File: src/rtl/pipe_reg_chain_pkg.sv
// Shared constants and helpers for the valid/ready pipeline register chain.
package pipe_reg_chain_pkg;

    localparam int DEFAULT_WIDTH  = 10;
    localparam int DEFAULT_STAGES = 3;

    // Bits needed to hold a count in the range 0..n inclusive.
    function automatic int clog2p1(input int n);
        return $clog2(n + 1);
    endfunction

endpackage

File: src/rtl/pipe_reg_chain_stage.sv
// One pipeline slot: a valid bit plus a data register that only captures real words.
module pipe_stage
    import pipe_reg_chain_pkg::*;
#(
    parameter int WIDTH      = DEFAULT_WIDTH,
    parameter bit CLEAR_DATA = 1'b1
) (
    input  logic             clk,
    input  logic             reset,
    input  logic             flush,
    input  logic             load,
    input  logic             up_valid,
    input  logic [WIDTH-1:0] up_data,
    output logic             v,
    output logic             v_next,
    output logic [WIDTH-1:0] d
);

    logic             v_reg;
    logic [WIDTH-1:0] d_reg;

    always_comb begin
        v_next = v_reg;
        if (reset || flush) begin
            v_next = 1'b0;
        end else if (load) begin
            v_next = up_valid;
        end
    end

    always_ff @(posedge clk) begin
        v_reg <= v_next;
        if (reset) begin
            if (CLEAR_DATA) begin
                d_reg <= '0;
            end
        end else if (load && up_valid && !flush) begin
            // Bubbles are never copied, so idle data registers do not toggle.
            d_reg <= up_data;
        end
    end

    assign v = v_reg;
    assign d = d_reg;

endmodule

File: src/rtl/pipe_reg_chain.sv
// WIDTH-bit, STAGES-deep register chain with per-stage valid/ready, flush and occupancy.
module pipe_reg_chain
    import pipe_reg_chain_pkg::*;
#(
    parameter int WIDTH      = DEFAULT_WIDTH,
    parameter int STAGES     = DEFAULT_STAGES,
    parameter bit CLEAR_DATA = 1'b1
) (
    input  logic                           clk,
    input  logic                           reset,
    input  logic                           flush,
    input  logic                           in_valid,
    output logic                           in_ready,
    input  logic [WIDTH-1:0]               in_data,
    output logic                           out_valid,
    input  logic                           out_ready,
    output logic [WIDTH-1:0]               out_data,
    output logic [clog2p1(STAGES)-1:0]     occupancy
);

    localparam int OCC_W = clog2p1(STAGES);

    logic [STAGES-1:0] v;
    logic [STAGES-1:0] v_next;
    logic [STAGES-1:0] up_valid;
    logic [STAGES:0]   rdy;
    logic [WIDTH-1:0]  d       [STAGES];
    logic [WIDTH-1:0]  up_data [STAGES];
    logic [OCC_W-1:0]  occ_next;
    logic [OCC_W-1:0]  occupancy_reg;

    // A stage can take a word if it is empty or its own word moves on this cycle.
    always_comb begin
        rdy[STAGES] = out_ready;
        for (int k = STAGES - 1; k >= 0; k--) begin
            rdy[k] = !v[k] || rdy[k+1];
        end
    end

    assign in_ready = rdy[0] && !flush;

    for (genvar gi = 0; gi < STAGES; gi++) begin : g_stage
        if (gi == 0) begin : g_head
            assign up_valid[gi] = in_valid && in_ready;
            assign up_data[gi]  = in_data;
        end else begin : g_body
            assign up_valid[gi] = v[gi-1];
            assign up_data[gi]  = d[gi-1];
        end

        pipe_stage #(
            .WIDTH      (WIDTH),
            .CLEAR_DATA (CLEAR_DATA)
        ) u_stage (
            .clk      (clk),
            .reset    (reset),
            .flush    (flush),
            .load     (rdy[gi]),
            .up_valid (up_valid[gi]),
            .up_data  (up_data[gi]),
            .v        (v[gi]),
            .v_next   (v_next[gi]),
            .d        (d[gi])
        );
    end

    always_comb begin
        occ_next = '0;
        for (int k = 0; k < STAGES; k++) begin
            occ_next = occ_next + OCC_W'(v_next[k]);
        end
    end

    always_ff @(posedge clk) begin
        if (reset) begin
            occupancy_reg <= '0;
        end else begin
            occupancy_reg <= occ_next;
        end
    end

    assign occupancy = occupancy_reg;
    assign out_valid = v[STAGES-1];
    assign out_data  = d[STAGES-1];

    // A stalled output word must stay put until the consumer takes it.
    out_hold_a: assert property (@(posedge clk) disable iff (reset)
        (out_valid && !out_ready && !flush) |=> (out_valid && $stable(out_data)));

endmodule

File: config.mk
export PLATFORM = sky130hd
export DESIGN_NAME = pipe_reg_chain
export DESIGN_NICKNAME = d
export VERILOG_FILES = /design/src/rtl/pipe_reg_chain_pkg.sv /design/src/rtl/pipe_reg_chain_stage.sv /design/src/rtl/pipe_reg_chain.sv
export SDC_FILE = /design/constraint.sdc
export NUM_CORES = 1
export LEC_CHECK = 0
export ABC_AREA = 1
export CAP_MARGIN = 0
export CORE_MARGIN = 3
export CORE_UTILIZATION = 39
export CTS_CLUSTER_SIZE = 20
export DETAILED_ROUTE_END_ITERATION = 7
export GPL_ROUTABILITY_DRIVEN = 0
export PLACE_DENSITY = 0.63
export SETUP_SLACK_MARGIN = 0.05
export SYNTH_ARGS = -nofsm -noshare
export SYNTH_HDL_FRONTEND = slang
export SYNTH_SLANG_ARGS = --single-unit
File: constraint.sdc
create_clock -name clk -period 1.3 [get_ports clk]
set_input_delay 0.195 -clock clk [delete_from_list [all_inputs] [get_ports clk]]
set_output_delay 0.195 -clock clk [all_outputs]
set_load 0.02 [all_outputs]
# [After elaboration in Yosys (flattened, before gate mapping)]
# Cells that the tools add are included.
# Widths: inputs -> output; s select.
[op_classes] addsub=2 muxes=6 n_reduce_logical=16
[ops] cell="$logic_and 1x1->1" n=8
[ops] cell="$mux 1" n=6
[ops] cell="$logic_not 1->1" n=4
[ops] cell="$logic_or 1x1->1" n=4
[ops] cell="$add 1x1->2" n=1
[ops] cell="$add 2x1->2" n=1
[totals] reg_bits=35 input_bits=15

# [Logic depth before layout (Yosys ltp)]
# Gate-level depths: netlist of the first run.
[depth] depth_word=10 ltp_mapped=7 depth_no_buf=6

# [Cells and area by module]
# A second synthesis of the first run with hierarchy kept.
[unflattened] cells_unflattened=220 area_unflattened_um2=1502.7
[by_module_without_submodules] module="pipe_stage" instances=3 cells_each=68 area_each_um2=460.4 seq_area_each_um2=220.2
[by_module_without_submodules] module="pipe_reg_chain" instances=1 cells_each=16 area_each_um2=121.4 seq_area_each_um2=40.0

# [Least setup slack after synthesis of the first run]
# No wires, ideal clock.
[synth_path] path_kind="register to register" start="reg g_stage[2].u_stage.v_reg" end="reg occupancy_reg[0], in the netlist occupancy[0]" setup_ps=110 arrival_ps=1504 required_ps=1190 setup_slack_ps=-314 path_stages_with_launch=7 period_less_slack_ps=1614 cell_sequence="dfxtp_1 -> nand4_2 -> buf_6 -> nand2_1 -> nand2_1 -> fa_1 -> nor2_1"
[synth_between] elab_chain_len=10
[synth_rtl] item="start: declaration" line="pipe_reg_chain_stage.sv:19" rtl="logic v_reg;"
[synth_rtl] item="start signal: assignment" line="pipe_reg_chain_stage.sv:32" rtl="v_reg <= v_next;"
[synth_rtl] item="$logic_not 1->1" line="pipe_reg_chain.sv:36" rtl="rdy[k] = !v[k] || rdy[k+1];"
[synth_rtl] item="$logic_or 1x1->1 (3 in series)" line="pipe_reg_chain.sv:36"
[synth_rtl] item="$logic_and 1x1->1" line="pipe_reg_chain.sv:40" rtl="assign in_ready = rdy[0] && !flush;"
[synth_rtl] item="$logic_and 1x1->1" line="pipe_reg_chain.sv:44" rtl="assign up_valid[gi] = in_valid && in_ready;"
[synth_rtl] item="$mux 1" line="pipe_reg_chain_stage.sv:26" rtl="end else if (load) begin"
[synth_rtl] item="$mux 1" line="pipe_reg_chain_stage.sv:24" rtl="if (reset || flush) begin"
[synth_rtl] item="$add 1x1->2" line="pipe_reg_chain.sv:70" rtl="occ_next = occ_next + OCC_W'(v_next[k]);"
[synth_rtl] item="$add 2x1->2 (*)" line="pipe_reg_chain.sv:70"
[synth_rtl] item="end signal: assignment" line="pipe_reg_chain.sv:78" rtl="occupancy_reg <= occ_next;"
[synth_rtl] item="end: declaration" line="pipe_reg_chain.sv:30" rtl="logic [OCC_W-1:0] occupancy_reg;"
# Mark *: on every way between the ends. The rest lies on a longest branch, timed or not.
# A chain may end at the register's enable or synchronous reset.

# [Worst setup path in the final report of the first run]
[layout_path] start="reg g_stage[1].u_stage.v_reg" end="reg occupancy_reg[0], in the netlist occupancy[0]"
[layout_lines] item="start: declaration" line="pipe_reg_chain_stage.sv:19"
[layout_lines] item="start signal: assignment" line="pipe_reg_chain_stage.sv:32"
[layout_lines] item="$mux 1" line="pipe_reg_chain_stage.sv:26"
[layout_lines] item="$mux 1" line="pipe_reg_chain_stage.sv:24"
[layout_lines] item="net g_stage[2].u_stage.v_next" line="pipe_reg_chain_stage.sv:15" rtl="output logic v_next,"
[layout_lines] item="$add 2x1->2" line="pipe_reg_chain.sv:70"
# The timed path passes the listed nets, and every way through them passes these cells.

==> results of run 1 <==
[path summary, 6_finish.rpt]
kind / from / to / depth (start not counted)
min reg2reg: g_stage[2].u_stage.d[0] / g_stage[2].u_stage.d[0] / 2
max reg2reg: g_stage[1].u_stage.v / occupancy[0] / 6
max: g_stage[1].u_stage.v / occupancy[0] / 6
min: reset / occupancy[0] / 3
[synth_stat cells, types with 2 or more instances]
master and instances:
inv_1 50, buf_4 11, nand2_1 25, a21oi_1 12
o21ai_0 8, inv_2 2, dfxtp_1 35, clkbuf_1 2
buf_2 5, nand4_1 10, nand3_1 2, o21ai_1 12
nor2_1 34
[repair_timing]
action                                  CTS  global route
endpoints found under the setup margin   22            22
gates resized for setup                  27            29
buffers inserted                          5             3
pin swaps                                 5             9
[logic make-up (layout without fill, tap and decap cells)]
family	after synthesis	in the layout	synth area share, %
fa+ha+maj	1	1	1.318
flops	35	35	46.13
buf+inv	71	107	21.17
simple gates	73	73	20.84
compound gates	32	32	10.54
[stage by stage]
stage               setup TNS (ns)  instance area [µm²]  setup WS, ns  std cells  power (W)
global placement            -7.185                 1868       -0.4427        280   0.001385
detailed placement          -7.479                 1868       -0.4869        280   0.001387
CTS                       -0.03441                 1997      -0.03441        293   0.002238
floorplan                 -0.05360                 1546      -0.05360        212   0.001293
global route               -0.2509                 2091       -0.1376        296   0.002336
finish                    -0.09609                 2091      -0.09581        296   0.002230
[power groups by stage]
| stage | Clock [W] | Combinational [W] | Sequential, W |
|---|---|---|---|
| 6_report | 0.000851 | 0.000250 | 0.00113 |
| 5_1_grt | 0.000916 | 0.000286 | 0.00113 |
| 4_1_cts | 0.000875 | 0.000235 | 0.00113 |
| 3_5_place_dp | 0 | 0.000233 | 0.00115 |
| 3_3_place_gp | 0 | 0.000232 | 0.00115 |
| 2_1_floorplan | 0 | 0.000141 | 0.00115 |
[layer usage]
metal  global-route usage [%]  vias up  wire length [µm]  share of wire (%)
li1                         -      701                 -                  -
met1                    16.18      511              1408                 50
met2                    22.17       24              1248                 44
met3                    3.448        5               106                3.7
met4                    8.189        0                70                2.5
met5                        0        -                 0                  0
[worst max-delay path, delay by kind of cell (launching register included)]
kind	cells	cell delay [ns]
AOI/OAI and AO/OA	1	0.16
and+or+nand+nor	1	0.04
buffers and inverters	3	0.20
adders and majority gates	1	0.53
DFF	1	0.37
[cell type report]
cell class | instances | area, µm²
tap | 48 | 60.06
inverter | 52 | 200.2
multi-input combinational | 106 | 574.3
clock buffer | 8 | 100.1
fill | 359 | 1625
sequential | 35 | 709.4
timing repair buffer | 47 | 446.7
[layout by cell type, fill, tap and decap left out, types with 7 or more instances in the layout]
| master | count |
|---|---|
| nand4_1 | 10 |
| a21oi_1 | 10 |
| clkdlybuf4s50_1 | 11 |
| o21ai_1 | 17 |
| dfxtp_1 | 32 |
| dlygate4sd2_1 | 15 |
| nor2_1 | 32 |
| clkbuf_8 | 7 |
| nand2_1 | 21 |
| inv_1 | 45 |
| buf_4 | 11 |
==> report_table.html, run 1 <==
<table>
<tr><th>Metric</th><th>Value</th></tr>
<tr><th colspan="2">Worst setup path</th></tr>
<tr><td>Setup slack, reg-to-reg</td><td>-0.1 ns</td></tr>
<tr><td>Critical Path Max Stage Delay</td><td>0.53 ns</td></tr>
<tr><td>CP Cell Sequence</td><td>buf_6 -&gt; inv_4 -&gt; a21oi_4 -&gt; inv_2 -&gt; fa_1 -&gt; nor2_1</td></tr>
<tr><td>Cell with the biggest individual delay on the critical path</td><td>fa_1</td></tr>
<tr><td>Crit path kind</td><td>flip-flop to flip-flop</td></tr>
<tr><td>Required time of the worst setup path</td><td>1.49 ns</td></tr>
<tr><td>Startpoint kind of the worst setup timing path</td><td>flip-flop</td></tr>
<tr><td>Endpoint arrival time on the critical path</td><td>1.58 ns</td></tr>
<tr><td>Crit-path max FO</td><td>3</td></tr>
<tr><td>Kind of end point of the critical path</td><td>flip-flop</td></tr>
<tr><th colspan="2">Global route</th></tr>
<tr><td>Final global-route overflow total</td><td>0</td></tr>
<tr><td>Number of global-route vias before repair</td><td>roughly 1100</td></tr>
<tr><td>First-pass GRT wire length</td><td>approximately 4.7 mm</td></tr>
<tr><td>Total Routing Usage GR</td><td>between 10% and 20%</td></tr>
<tr><td>Initial antenna violation count</td><td>0</td></tr>
<tr><td>Largest net degree at the start of global routing</td><td>31</td></tr>
<tr><th colspan="2">Die</th></tr>
<tr><td>Width of the chip</td><td>68.41 µm</td></tr>
<tr><td>Initial core utilization</td><td>40.88%</td></tr>
<tr><td>Die H</td><td>68.41 µm</td></tr>
<tr><td>Die footprint</td><td>4680 µm²</td></tr>
<tr><td>Core area</td><td>between 3000 and 4000 µm²</td></tr>
<tr><td>Placement row count</td><td>22</td></tr>
<tr><td>I/O pin cnt</td><td>29</td></tr>
<tr><th colspan="2">Timing</th></tr>
<tr><td>Post-route worst hold slack</td><td>0.3432 ns</td></tr>
<tr><td>Final worst path period share</td><td>107.4%</td></tr>
<tr><td>Final Hold Fails</td><td>0</td></tr>
<tr><td>RSZ-0062 raised after global routing</td><td>true</td></tr>
<tr><td>Slew margin rel.</td><td>between 80% and 90%</td></tr>
<tr><td>Post-route worst setup slack</td><td>-0.09581 ns</td></tr>
<tr><td>Fin. max-slew vios</td><td>0</td></tr>
<tr><td>Endpoints failing setup</td><td>2</td></tr>
<tr><td>Max Clock Skew</td><td>0.007298 ns</td></tr>
<tr><td>Fin crit period</td><td>1.396 ns</td></tr>
<tr><td>Least-Margin Pin Slew</td><td>0.2104 ns</td></tr>
<tr><td>Maximum frequency from static timing analysis</td><td>716.4 MHz</td></tr>
<tr><th colspan="2">Synthesis</th></tr>
<tr><td>Post-Syn Instances</td><td>212</td></tr>
<tr><td>Yosys top cell by area</td><td>dfxtp_1</td></tr>
<tr><td>EDFF count, synth</td><td>0</td></tr>
<tr><td>Register bit total from synthesis</td><td>35</td></tr>
<tr><td>Prevailing post-synth register cell</td><td>dfxtp_1</td></tr>
<tr><td>Yosys warning total</td><td>0</td></tr>
<tr><td>Syn_nets</td><td>roughly 230</td></tr>
<tr><td>Post-synthesis sequential area ratio</td><td>between 40 and 50%</td></tr>
<tr><td>Distinct cell type count after synthesis</td><td>17</td></tr>
<tr><td>FFs w/ async S/R, synth</td><td>0%</td></tr>
<tr><td>Cell types with the largest area share after synthesis</td><td>dfxtp_1 46%, inv_1 12%, nor2_1 8.4%, nand2_1 6.2%, buf_4 5.4%</td></tr>
<tr><td>Netlist area before placement</td><td>1519 µm²</td></tr>
<tr><td>Mapped Avg Cell Area</td><td>7.165 µm²</td></tr>
<tr><td>Area share of the leading cell type in the synthesized netlist</td><td>46.13%</td></tr>
<tr><th colspan="2">Detailed routing</th></tr>
<tr><td>Wire length per cell after detailed routing</td><td>around 9.6 µm</td></tr>
<tr><td>Initial detailed-routing violation count</td><td>68</td></tr>
<tr><td>Wire length reported by the detailed router</td><td>2.834 mm</td></tr>
<tr><td>Remaining design rule violation count</td><td>0</td></tr>
<tr><td>Per-cell via count in the routed design</td><td>4.193</td></tr>
<tr><td>First-pass DRT Iterations</td><td>4</td></tr>
<tr><td>ANT nets after route</td><td>0</td></tr>
<tr><td>Total number of vias</td><td>1241</td></tr>
<tr><th colspan="2">Outcome</th></tr>
<tr><td>Run status</td><td>finished with violations</td></tr>
<tr><td>Failing checks</td><td>negative setup slack</td></tr>
<tr><th colspan="2">Final layout</th></tr>
<tr><td>Layout cells sized above 1</td><td>20.56%</td></tr>
<tr><td>Synth-to-Final Area Change</td><td>37.64%</td></tr>
<tr><td>Number of flip-flops in the largest register</td><td>30</td></tr>
<tr><td>Fin util</td><td>56.26%</td></tr>
<tr><td>Count of nets after finishing</td><td>between 200 and 300</td></tr>
<tr><td>Antenna diode instance count</td><td>0</td></tr>
<tr><th colspan="2">Power</th></tr>
<tr><td>Sequential group share of total power</td><td>50.6%</td></tr>
<tr><td>Internal power</td><td>0.001713 W</td></tr>
<tr><td>NetSw</td><td>0.0005172 W</td></tr>
<tr><td>Share of total power in the clock network</td><td>a little under two fifths</td></tr>
<tr><td>Combinational power share</td><td>11.2%</td></tr>
<tr><td>Peak supply drop</td><td>0.4787 mV</td></tr>
<tr><td>Leakage power</td><td>roughly 1.0 nW</td></tr>
<tr><td>Switching Fraction</td><td>23.19%</td></tr>
<tr><td>Power density relative to cell area</td><td>1067 nW/µm²</td></tr>
<tr><th colspan="2">Clocking</th></tr>
<tr><td>Clock H-tree levels</td><td>2</td></tr>
<tr><td>Clock tree sinks</td><td>35</td></tr>
<tr><td>Quantity of hold-fixing buffers added after cts</td><td>0</td></tr>
<tr><td>Clock Latency Late Sink</td><td>0.28 ns</td></tr>
<tr><td>CTS clk-pin slew, worst paths</td><td>0.07 ns</td></tr>
<tr><td>Root buffer selected by CTS</td><td>clkbuf_8</td></tr>
<tr><td>Total clock buffers created by CTS</td><td>5</td></tr>
<tr><td>CTS max path bufs</td><td>2</td></tr>
<tr><td>Clock tree from TritonCTS</td><td>done</td></tr>
<tr><th colspan="2">Place</th></tr>
<tr><td>Placed wire-length estimate after detailed placement</td><td>approximately 1.8 mm</td></tr>
<tr><td>IO Port Bufs</td><td>28</td></tr>
<tr><th colspan="2">Job</th></tr>
<tr><td>Reported max-cap violation count</td><td>0</td></tr>
<tr><th colspan="2">Hold path</th></tr>
<tr><td>Class of the worst hold path</td><td>primary input to flip-flop</td></tr>
</table>
Power figures use the tool's default switching activity.
==> run 2: changes to the inputs <==
ABC_AREA = unset   (was 1)
==> report_table.html, run 2 <==
<table>
<tr><th>Metric</th><th>Value</th></tr>
<tr><th colspan="2">Worst setup path</th></tr>
<tr><td>Register-to-Register Path Depth</td><td>4</td></tr>
<tr><td>Crit-path max FO</td><td>3</td></tr>
<tr><td>Setup slack, reg-to-reg</td><td>-0.05 ns</td></tr>
<tr><td>CP Cell Sequence</td><td>and4b_4 -&gt; o21ai_4 -&gt; fa_1 -&gt; nor2_1</td></tr>
<tr><td>Startpoint kind of the worst setup timing path</td><td>flip-flop</td></tr>
<tr><td>Kind of end point of the critical path</td><td>flip-flop</td></tr>
<tr><td>Worst R2R End</td><td>occupancy[0]</td></tr>
<tr><td>Endpoint arrival time on the critical path</td><td>1.52 ns</td></tr>
<tr><td>Worst reg2reg path startpoint</td><td>g_stage[2].u_stage.v</td></tr>
<tr><td>Cell with the biggest individual delay on the critical path</td><td>fa_1</td></tr>
<tr><td>Crit path kind</td><td>flip-flop to flip-flop</td></tr>
<tr><td>Destination of the critical timing path</td><td>occupancy[0]</td></tr>
<tr><td>Critical Path Max Stage Delay</td><td>0.53 ns</td></tr>
<tr><td>Critical path origin</td><td>g_stage[2].u_stage.v</td></tr>
<tr><td>Required time of the worst setup path</td><td>1.46 ns</td></tr>
<tr><th colspan="2">Clocking</th></tr>
<tr><td>CTS max path bufs</td><td>2</td></tr>
<tr><td>Clock tree from TritonCTS</td><td>done</td></tr>
<tr><td>Clock Latency Late Sink</td><td>0.28 ns</td></tr>
<tr><td>Clock tree sinks</td><td>35</td></tr>
<tr><td>Total clock buffers created by CTS</td><td>5</td></tr>
<tr><td>Root buffer selected by CTS</td><td>clkbuf_8</td></tr>
<tr><td>CTS clk-pin slew, worst paths</td><td>0.06 ns</td></tr>
<tr><td>Quantity of hold-fixing buffers added after cts</td><td>0</td></tr>
<tr><td>Clock H-tree levels</td><td>2</td></tr>
<tr><th colspan="2">Synthesis</th></tr>
<tr><td>Register bit total from synthesis</td><td>35</td></tr>
<tr><td>Post-synthesis share of cell area spent on and, or, nand and nor gates</td><td>roughly a fifth</td></tr>
<tr><td>Commonest cells in the synthesized netlist</td><td>35 x dfxtp_1, 33 x nand2b_1, 20 x mux2i_1, 11 x a21oi_1</td></tr>
<tr><td>Yosys warning total</td><td>0</td></tr>
<tr><td>Complex-gate fraction of the synthesized area</td><td>around 8.2%</td></tr>
<tr><td>Largest family of logic cells by synthesized area</td><td>simple AND/OR/NAND/NOR gates</td></tr>
<tr><td>Mapped Avg Cell Area</td><td>9.735 µm²</td></tr>
<tr><td>Most instantiated library cell after synthesis</td><td>dfxtp_1</td></tr>
<tr><td>EDFF count, synth</td><td>0</td></tr>
<tr><td>Area share of the leading cell type in the synthesized netlist</td><td>a little under half</td></tr>
<tr><td>FFs w/ async S/R, synth</td><td>0%</td></tr>
<tr><td>Post-synthesis sequential area ratio</td><td>a little under half</td></tr>
<tr><td>XOR/XNOR share of the synthesized area</td><td>0%</td></tr>
<tr><td>Cell types with the largest area share after synthesis</td><td>dfxtp_1 46%, nand2b_1 14%, mux2i_1 13%, buf_4 5.0%, a21oi_1 3.6%</td></tr>
<tr><td>Distinct cell type count after synthesis</td><td>22</td></tr>
<tr><td>Multiplexer fraction of the synthesized cell area</td><td>13.27%</td></tr>
<tr><td>Post-Syn Instances</td><td>155</td></tr>
<tr><td>Post-synthesis share of cell area spent on full adders, half adders and majority gates</td><td>roughly 1.3%</td></tr>
<tr><td>Syn_nets</td><td>171</td></tr>
<tr><td>Yosys top cell by area</td><td>dfxtp_1</td></tr>
<tr><td>Prevailing post-synth register cell</td><td>dfxtp_1</td></tr>
<tr><td>Netlist area before placement</td><td>1509 µm²</td></tr>
<tr><th colspan="2">Final layout</th></tr>
<tr><td>Layout cells sized above 1</td><td>19.79%</td></tr>
<tr><td>Antenna diode instance count</td><td>0</td></tr>
<tr><td>Final-layout fill cell count</td><td>330</td></tr>
<tr><td>Commonest non-fill, non-tap cells in the layout</td><td>32 x nand2b_1, 32 x dfxtp_1, 20 x mux2i_1</td></tr>
<tr><td>Count of nets after finishing</td><td>about 200</td></tr>
<tr><td>Synth-to-Final Area Change</td><td>29.69%</td></tr>
<tr><td>Number of flip-flops in the largest register</td><td>30</td></tr>
<tr><th colspan="2">Timing</th></tr>
<tr><td>Final worst path period share</td><td>104.1%</td></tr>
<tr><td>Final Hold Fails</td><td>0</td></tr>
<tr><td>Fin crit period</td><td>1.354 ns</td></tr>
<tr><td>Post-route worst hold slack</td><td>0.2776 ns</td></tr>
<tr><td>Post-route worst setup slack</td><td>-0.05364 ns</td></tr>
<tr><td>Max Clock Skew</td><td>0.007050 ns</td></tr>
<tr><td>Fin. max-slew vios</td><td>0</td></tr>
<tr><td>Maximum frequency from static timing analysis</td><td>between 700 and 800 MHz</td></tr>
<tr><td>Least-Margin Pin Slew</td><td>about 0.33 ns</td></tr>
<tr><td>Endpoints failing setup</td><td>3</td></tr>
<tr><td>Slew margin rel.</td><td>78.19%</td></tr>
<tr><td>RSZ-0062 raised after global routing</td><td>true</td></tr>
<tr><th colspan="2">Detailed routing</th></tr>
<tr><td>ANT nets after route</td><td>0</td></tr>
<tr><td>Wire length per cell after detailed routing</td><td>11.52 µm</td></tr>
<tr><td>Remaining design rule violation count</td><td>0</td></tr>
<tr><td>First-pass DRT Iterations</td><td>4</td></tr>
<tr><td>Per-cell via count in the routed design</td><td>4.644</td></tr>
<tr><td>Total number of vias</td><td>1082</td></tr>
<tr><td>Wire length reported by the detailed router</td><td>2.683 mm</td></tr>
<tr><td>Initial detailed-routing violation count</td><td>between 50 and 60</td></tr>
<tr><th colspan="2">Die</th></tr>
<tr><td>Core area</td><td>3521 µm²</td></tr>
<tr><td>Placement row count</td><td>21</td></tr>
<tr><td>Initial core utilization</td><td>42.86%</td></tr>
<tr><td>Die H</td><td>~68 µm</td></tr>
<tr><td>Die footprint</td><td>4651 µm²</td></tr>
<tr><td>I/O pin cnt</td><td>29</td></tr>
<tr><td>Width of the chip</td><td>slightly below 70 µm</td></tr>
<tr><th colspan="2">Global route</th></tr>
<tr><td>First-pass GRT wire length</td><td>4.312 mm</td></tr>
<tr><td>Final global-route overflow total</td><td>0</td></tr>
<tr><td>Number of global-route vias before repair</td><td>1005</td></tr>
<tr><td>Initial antenna violation count</td><td>0</td></tr>
<tr><td>Largest net degree at the start of global routing</td><td>between 40 and 50</td></tr>
<tr><td>Total Routing Usage GR</td><td>roughly 13%</td></tr>
<tr><th colspan="2">Job</th></tr>
<tr><td>Reported max-cap violation count</td><td>0</td></tr>
<tr><th colspan="2">Place</th></tr>
<tr><td>Placement-stage worst setup slack</td><td>-0.4618 ns</td></tr>
<tr><td>Placed wire-length estimate after detailed placement</td><td>around 2 mm</td></tr>
<tr><td>IO Port Bufs</td><td>28</td></tr>
<tr><th colspan="2">Outcome</th></tr>
<tr><td>Failing checks</td><td>negative setup slack</td></tr>
<tr><td>Run status</td><td>finished with violations</td></tr>
<tr><th colspan="2">Power</th></tr>
<tr><td>Leakage power</td><td>0.8603 nW</td></tr>
<tr><td>Switching Fraction</td><td>between 20% and 30%</td></tr>
<tr><td>Combinational power share</td><td>~8.6%</td></tr>
<tr><td>Power density relative to cell area</td><td>1023 nW/µm²</td></tr>
<tr><td>Share of total power in the clock network</td><td>between 30% and 40%</td></tr>
<tr><td>Internal power</td><td>0.001558 W</td></tr>
<tr><td>Sequential group share of total power</td><td>54.8%</td></tr>
<tr><td>NetSw</td><td>around 0.00044 W</td></tr>
<tr><td>Peak supply drop</td><td>0.6582 mV</td></tr>
<tr><th colspan="2">Hold path</th></tr>
<tr><td>Class of the worst hold path</td><td>primary input to flip-flop</td></tr>
</table>
[run 2: area by class of cell]
class | count | area [µm²] | area share [%]
sequential | 35 | 706.9 | 36.13
multi-input combinational | 97 | 695.7 | 35.55
timing repair buffer | 44 | 401.6 | 20.52
clock buffer | 5 | 68.82 | 3.517
tap | 46 | 57.56 | 2.941
clock inverter | 3 | 15.01 | 0.7673
inverter | 3 | 11.26 | 0.5754
[run 2: worst max-delay path, delay by kind of cell (launching register included)]
family	cells	cell delay (ns)
compound gates	1	0.06
simple gates	2	0.30
flops	1	0.35
fa+ha+maj	1	0.53
[run 2: kinds of logic (layout without fill, tap and decap cells)]
logic type               after synthesis  after routing
AND/OR/NAND/NOR                       52             52
AO/OA/AOI/OAI                         24             24
multiplexers                          20             20
adder cells (fa/ha/maj)                1              1
buffers and inverters                 23             55
flip-flops                            35             35
[run 2: what timing repair did]
item | in CTS | in global routing
gates resized for setup | 24 | 4
setup buffers | 0 | 1
pin swaps | 4 | 3
endpoints found under the setup margin | 36 | 34
hold endpoints to repair | 0 | 0
cloned | 0 | 0
[run 2: how the worst min path moves through the flow]
stage | startpoint | end | slack [ns] | cells after the start
after floorplan | flush | g_stage[1].u_stage.v | 0.27 | 1
after global placement | g_stage[1].u_stage.d[8] | g_stage[2].u_stage.d[8] | 0.46 | 2
after detailed placement | g_stage[1].u_stage.d[8] | g_stage[2].u_stage.d[8] | 0.46 | 2
after CTS | reset | g_stage[0].u_stage.v | 0.40 | 4
after global routing | flush | g_stage[0].u_stage.v | 0.31 | 4
final | flush | g_stage[0].u_stage.v | 0.28 | 4
[run 2: per-layer routing]
layer / vias to the layer above / global-route usage [%] / wire [µm]
met2: 24 / 19.61 / 1197
li1: 576 / - / -
met1: 477 / 15.76 / 1294
met4: 0 / 6.700 / 40
met3: 5 / 3.941 / 151
met5: - / 0 / 0
[run 2: through the flow]
stage                     util [%]  area, µm²  total power (W)  TNS (ns)  cells
after floorplan                  -       1545         0.001212  -0.09465    155
after global placement       53.06       1868         0.001289    -10.01    224
after detailed placement     53.06       1868         0.001294    -10.90    224
after CTS                    55.12       1941         0.002027  -0.07786    232
after global routing         55.58       1957         0.002090   -0.6676    233
final                        55.58       1957         0.002002  -0.05995    233
[run 2: power by group through the flow]
stage | sequential [W] | clock, W | combinational [W]
floorplan | 0.00112 | 0 | 0.0000886
global placement | 0.00112 | 0 | 0.000168
detailed placement | 0.00112 | 0 | 0.000172
CTS | 0.00110 | 0.000758 | 0.000171
global route | 0.00110 | 0.000804 | 0.000187
finish | 0.00110 | 0.000732 | 0.000172
==> run 3: changes to the inputs <==
HOLD_SLACK_MARGIN = 0.02   (was unset)
==> results of run 3 <==
The final DEF is identical to that of run 2; final timing and power are the same.
